[src/rtl/wb_stage.sv]
// Writeback stage: latches the MEM result, selects and extends the write data,
// drives the register file write port, bypasses it to decode, and counts retirements.
module wb_stage #(
    parameter int unsigned XLEN = 32
) (
    input  logic            CLK,
    input  logic            RESET,
    input  logic            MEM_VALID,
    input  logic            STALL,
    input  logic            FLUSH,
    input  logic            MEM_REGWRITE,
    input  logic [4:0]      MEM_RD,
    input  logic [1:0]      MEM_WBSEL,
    input  logic [2:0]      MEM_FUNCT3,
    input  logic [XLEN-1:0] MEM_ALU,
    input  logic [XLEN-1:0] MEM_LOADDATA,
    input  logic [XLEN-1:0] MEM_PC4,
    input  logic [XLEN-1:0] MEM_IMM,
    output logic [XLEN-1:0] RF_IN,
    output logic [4:0]      RF_INADDRESS,
    output logic            RF_WRITE,
    input  logic [4:0]      RS1ADDR,
    input  logic [4:0]      RS2ADDR,
    input  logic [XLEN-1:0] RF_OUT1,
    input  logic [XLEN-1:0] RF_OUT2,
    output logic [XLEN-1:0] RS1DATA,
    output logic [XLEN-1:0] RS2DATA,
    output logic            LOAD_FAULT,
    output logic [63:0]     INSTRET
);

    localparam logic [1:0] SelAlu  = 2'b00;
    localparam logic [1:0] SelLoad = 2'b01;
    localparam logic [1:0] SelPc4  = 2'b10;

    logic            wb_valid_q, wb_valid_d;
    logic            wb_regwrite_q, wb_regwrite_d;
    logic [4:0]      wb_rd_q, wb_rd_d;
    logic [1:0]      wb_wbsel_q, wb_wbsel_d;
    logic [2:0]      wb_funct3_q, wb_funct3_d;
    logic [XLEN-1:0] wb_alu_q, wb_alu_d;
    logic [XLEN-1:0] wb_loaddata_q, wb_loaddata_d;
    logic [XLEN-1:0] wb_pc4_q, wb_pc4_d;
    logic [XLEN-1:0] wb_imm_q, wb_imm_d;
    logic [63:0]     instret_q, instret_d;

    logic            capture;
    logic [1:0]      offset;
    logic [7:0]      ld_byte;
    logic [15:0]     ld_half;
    logic [XLEN-1:0] load_val;
    logic            bad_load;
    logic [XLEN-1:0] result;
    logic            fault;
    logic            rf_write;
    logic            retire;

    always_comb begin
        capture       = MEM_VALID & ~STALL & ~FLUSH;
        wb_valid_d    = capture;
        wb_regwrite_d = capture ? MEM_REGWRITE : wb_regwrite_q;
        wb_rd_d       = capture ? MEM_RD       : wb_rd_q;
        wb_wbsel_d    = capture ? MEM_WBSEL    : wb_wbsel_q;
        wb_funct3_d   = capture ? MEM_FUNCT3   : wb_funct3_q;
        wb_alu_d      = capture ? MEM_ALU      : wb_alu_q;
        wb_loaddata_d = capture ? MEM_LOADDATA : wb_loaddata_q;
        wb_pc4_d      = capture ? MEM_PC4      : wb_pc4_q;
        wb_imm_d      = capture ? MEM_IMM      : wb_imm_q;
        instret_d     = instret_q + {63'b0, retire};
    end

    always_ff @(posedge CLK) begin
        if (RESET) begin
            wb_valid_q    <= 1'b0;
            wb_regwrite_q <= 1'b0;
            wb_rd_q       <= '0;
            wb_wbsel_q    <= '0;
            wb_funct3_q   <= '0;
            wb_alu_q      <= '0;
            wb_loaddata_q <= '0;
            wb_pc4_q      <= '0;
            wb_imm_q      <= '0;
            instret_q     <= '0;
        end else begin
            wb_valid_q    <= wb_valid_d;
            wb_regwrite_q <= wb_regwrite_d;
            wb_rd_q       <= wb_rd_d;
            wb_wbsel_q    <= wb_wbsel_d;
            wb_funct3_q   <= wb_funct3_d;
            wb_alu_q      <= wb_alu_d;
            wb_loaddata_q <= wb_loaddata_d;
            wb_pc4_q      <= wb_pc4_d;
            wb_imm_q      <= wb_imm_d;
            instret_q     <= instret_d;
        end
    end

    // Load lane extraction; offset is the low byte address bits from the ALU.
    always_comb begin
        offset   = wb_alu_q[1:0];
        ld_byte  = wb_loaddata_q[{offset, 3'b000} +: 8];
        ld_half  = offset[1] ? wb_loaddata_q[31:16] : wb_loaddata_q[15:0];
        load_val = wb_loaddata_q;
        bad_load = 1'b0;
        case (wb_funct3_q)
            3'b000: load_val = {{(XLEN-8){ld_byte[7]}}, ld_byte};
            3'b100: load_val = {{(XLEN-8){1'b0}}, ld_byte};
            3'b001: begin
                load_val = {{(XLEN-16){ld_half[15]}}, ld_half};
                bad_load = offset[0];
            end
            3'b101: begin
                load_val = {{(XLEN-16){1'b0}}, ld_half};
                bad_load = offset[0];
            end
            3'b010:  bad_load = (offset != 2'b00);
            default: bad_load = 1'b1;
        endcase
    end

    always_comb begin
        case (wb_wbsel_q)
            SelAlu:  result = wb_alu_q;
            SelLoad: result = load_val;
            SelPc4:  result = wb_pc4_q;
            default: result = wb_imm_q;
        endcase
        fault    = wb_valid_q & (wb_wbsel_q == SelLoad) & bad_load;
        // RESET masks the pending write so it is not performed at the resetting edge.
        rf_write = wb_valid_q & wb_regwrite_q & (wb_rd_q != 5'd0) & ~fault & ~RESET;
        retire   = wb_valid_q & ~fault;
    end

    assign RF_IN        = wb_valid_q ? result : '0;
    assign RF_INADDRESS = wb_valid_q ? wb_rd_q : 5'd0;
    assign RF_WRITE     = rf_write;
    assign LOAD_FAULT   = fault;
    assign INSTRET      = instret_q;

    assign RS1DATA = (rf_write && (wb_rd_q == RS1ADDR)) ? RF_IN : RF_OUT1;
    assign RS2DATA = (rf_write && (wb_rd_q == RS2ADDR)) ? RF_IN : RF_OUT2;

endmodule

[config.mk]
export PLATFORM = sky130hd
export DESIGN_NAME = wb_stage
export DESIGN_NICKNAME = d
export VERILOG_FILES = /design/src/rtl/wb_stage.sv
export SDC_FILE = /design/constraint.sdc
export NUM_CORES = 1
export LEC_CHECK = 0
export ABC_AREA = 1
export CORE_MARGIN = 4
export CORE_UTILIZATION = 42
export CTS_CLUSTER_SIZE = 20
export DETAILED_ROUTE_END_ITERATION = 10
export GPL_ROUTABILITY_DRIVEN = 0
export PLACE_DENSITY = 0.76
export SLEW_MARGIN = 0
export SYNTH_ARGS = -nofsm -noshare
export SYNTH_HDL_FRONTEND = slang
export SYNTH_SLANG_ARGS = --single-unit
[constraint.sdc]
create_clock -name CLK -period 2.25 [get_ports CLK]
set_clock_uncertainty 0.15 [all_clocks]
set_input_delay 0.225 -clock CLK [delete_from_list [all_inputs] [get_ports CLK]]
set_output_delay 0.225 -clock CLK [all_outputs]
set_load 0.05 [all_outputs]
==> results.sh <==
export IMPL_final_antenna_net_count=0
export IMPL_ys_seq_area_frac=0.356
export IMPL_violations="setup timing"
export IMPL_grt_setup_unrepaired="yes"
export IMPL_nets=2498
export IMPL_port_buffers=384
export IMPL_rows=60
export IMPL_required_ns=1.88
export IMPL_numCtsBuffers=23
export IMPL_synth_warnings=0
export IMPL_start_kind="flip-flop"
export IMPL_maxCapViolCount=0
export IMPL_r2r_start="wb_alu_q[0]"
export IMPL_final_min_clock_period_ns=2.74
export IMPL_clk_latency_ns=0.52
export IMPL_ys_seq_elements=204
export IMPL_syn_to_final_growth_pct=85.1
export IMPL_dp_hpwl_mm=37.8
export IMPL_grt_usage=0.334
export IMPL_htree_levels=1
export IMPL_grt_pass1_vias=14503
export IMPL_hp_start="RESET"
export IMPL_whs_ns=0.157
export IMPL_period_share=1.22
export IMPL_r2r_slack_ns=-0.16
export IMPL_instances_no_fill=2646
export IMPL_finalPower_mw=9.95
export IMPL_netlist_area_mm2=0.0115
export IMPL_via_count=15912
export IMPL_cp_end_kind="primary output"
export IMPL_fillerInstances=1577
export IMPL_path_common_cell="nand2_4"
export IMPL_cp_max_fo=8
export IMPL_drive_gt1_frac=0.318
export IMPL_start_util=0.426
export IMPL_netlist_cell_type_count=35
export IMPL_slowest_delay_ns=0.36
export IMPL_outcome="finished with violations"
export IMPL_peakVddDrop_mv=0.643
export IMPL_power_per_cell_area_mw_per_mm2=468
export IMPL_wl_per_cell_um=23.8
export IMPL_grt_overflow=0
export IMPL_io_pins=385
export IMPL_via_per_inst=6.01
export IMPL_fin_setup_tns_ns=-34.79
export IMPL_hold_path_class="input pin to flip-flop"
export IMPL_power_leakage_nw=8.00
export IMPL_async_flop_share=0
export IMPL_drc=0
export IMPL_first_iter_violations=2349
export IMPL_slew_violations=0
export IMPL_fin_util=0.789
export IMPL_grt_max_degree=103
export IMPL_critPathKind="flip-flop to primary output"
export IMPL_dr_pass1_iters=8
export IMPL_syn_nets=2035
export IMPL_startpoint="wb_funct3_q[0]"
export IMPL_dieArea_mm2=0.0300
export IMPL_setup_ws_ns=-0.492
export IMPL_synthCells=1815
export IMPL_core_area_mm2=0.0270
export IMPL_setup_viol=113
export IMPL_max_freq_ghz=0.365
export IMPL_slew_headroom=0.528
export IMPL_crit_chain="buf_6 -> inv_6 -> nand2_4 -> nor2_4 -> nand2_4 -> nand2_8 -> buf_12 -> nand2_4 -> nand2_4 -> nand3_2 -> nand2_2 -> buf_12"
export IMPL_root_buffer="clkbuf_16"
export IMPL_cts_tree="done"
export IMPL_finalHoldViolCount=0
export IMPL_antenna_found_initial=10
export IMPL_clockBufferDepth=3
export IMPL_die_w_um=173
export IMPL_finalWirelength_mm=62.9
export IMPL_arrival_ns=2.37
export IMPL_syn_area_per_cell_um2=6.33
export IMPL_grt_pass1_wl_mm=80.7
export IMPL_synth_edf_count=0
export IMPL_synthFlopType="dfxtp_1"
export IMPL_worst_pin_slew_ns=0.708
export IMPL_dieHeight_um=173
export IMPL_cts_sinks=204
export IMPL_dp_cells=2533
export IMPL_critPathSlowestCell="dfxtp_4"
export IMPL_path_clk_slew_ns=0.07
what timing repair did:
action / CTS / global route
buffers inserted: 18 / 30
endpoints found under the setup margin: 119 / 142
pin swaps: 54 / 99
gates resized for setup: 348 / 371
cloned: 11 / 4
hold buffers: 0 / 0
layout by cell type, fill, tap and decap left out, types with 7 or more instances in the layout:
cell type          n
buf_4             75
nand3_1           33
o21ai_0          142
a21oi_2           51
diode_2           11
clkbuf_16         27
a21oi_4           12
o21ai_1           28
buf_6             31
buf_12           116
a21oi_1          247
inv_1            186
buf_16             8
nand3_4           17
nand2_1          266
or2_0             12
o21ai_2           13
inv_4              8
nand2_8           16
nand4_1           17
nand2_2          102
clkdlybuf4s50_1  278
a21boi_4          25
nor2_1           134
nor2_2            11
nand3_2           40
clkinv_2           7
nand2_4           89
nor2_4            16
dfxtp_1          192
inv_2             10
kinds of logic after synthesis:
kind of cell,share of synthesized area
simple gates,0.283
flops,0.356
xor+xnor,0.0114
buf+inv,0.109
fa+ha+maj,0.00218
compound gates,0.239
state kept, by name (all words and copies together) (netlist names):
register / flops
INSTRET: 64
wb_loaddata_q: 32
wb_regwrite_q: 1
wb_wbsel_q: 2
wb_imm_q: 32
wb_funct3_q: 3
wb_valid_q: 1
wb_rd_q: 5
wb_pc4_q: 32
wb_alu_q: 32
final cells by class:
type                       instances  area, um^2  share of cell area
multi-input combinational       1311        8600               0.405
timing repair buffer             527        6530               0.307
sequential                       204        4110               0.194
inverter                         211         848              0.0399
clock buffer                      34         667              0.0314
tap                              341         427              0.0201
clock inverter                     7        38.8             0.00183
antenna                           11        27.5             0.00130
critical path, delay by kind of cell, from the launching register on:
family / cells / cell delay [ns]
and+or+nand+nor: 8 / 0.93
buffers and inverters: 4 / 0.53
DFF: 1 / 0.36
synthesized netlist by cell type (all sizes together) (2+ instances only):
cell type,instances,area share
buf,43,0.024
o22ai,2,0.0011
nor2,165,0.066
nand4,17,0.0093
a21oi,310,0.14
dfxtp,204,0.36
o21ai,189,0.082
or2,15,0.0082
xnor2,10,0.0076
clkbuf,48,0.016
ha,2,0.0022
a21boi,27,0.018
xor2,5,0.0038
inv,210,0.069
nand2,472,0.16
nand3,89,0.041
layer usage:
layer	part of all wire	routed length [um]	up-vias	track usage
met4	0.088	5550	2	0.192
met2	0.47	29500	1351	0.571
met5	0.00030	19	-	0
met3	0.11	6990	417	0.0622
li1	-	-	6825	-
met1	0.33	20800	7317	0.391
where the power goes:
group	total, mW	switching, mW	internal, mW
sequential	3.82	0.0825	3.74
clock	3.68	1.63	2.05
combinational	2.45	1.37	1.07
path summary, 6_finish.rpt:
path	end	cells after the start
worst min register to register	wb_pc4_q[27]	2
worst max-delay path	RS1DATA[17]	12
worst max register to register	INSTRET[28]	15
worst min-delay path	wb_rd_q[4]	4
metrics by stage:
stage                     area [um^2]  worst slack [ns]
after global routing            21300            -0.515
final                           21300            -0.492
after CTS                       19300            -0.377
after floorplan                 11500            -0.245
after detailed placement        17000            -0.199
after global placement          17000            -0.135
Power figures use the tool's default switching activity.
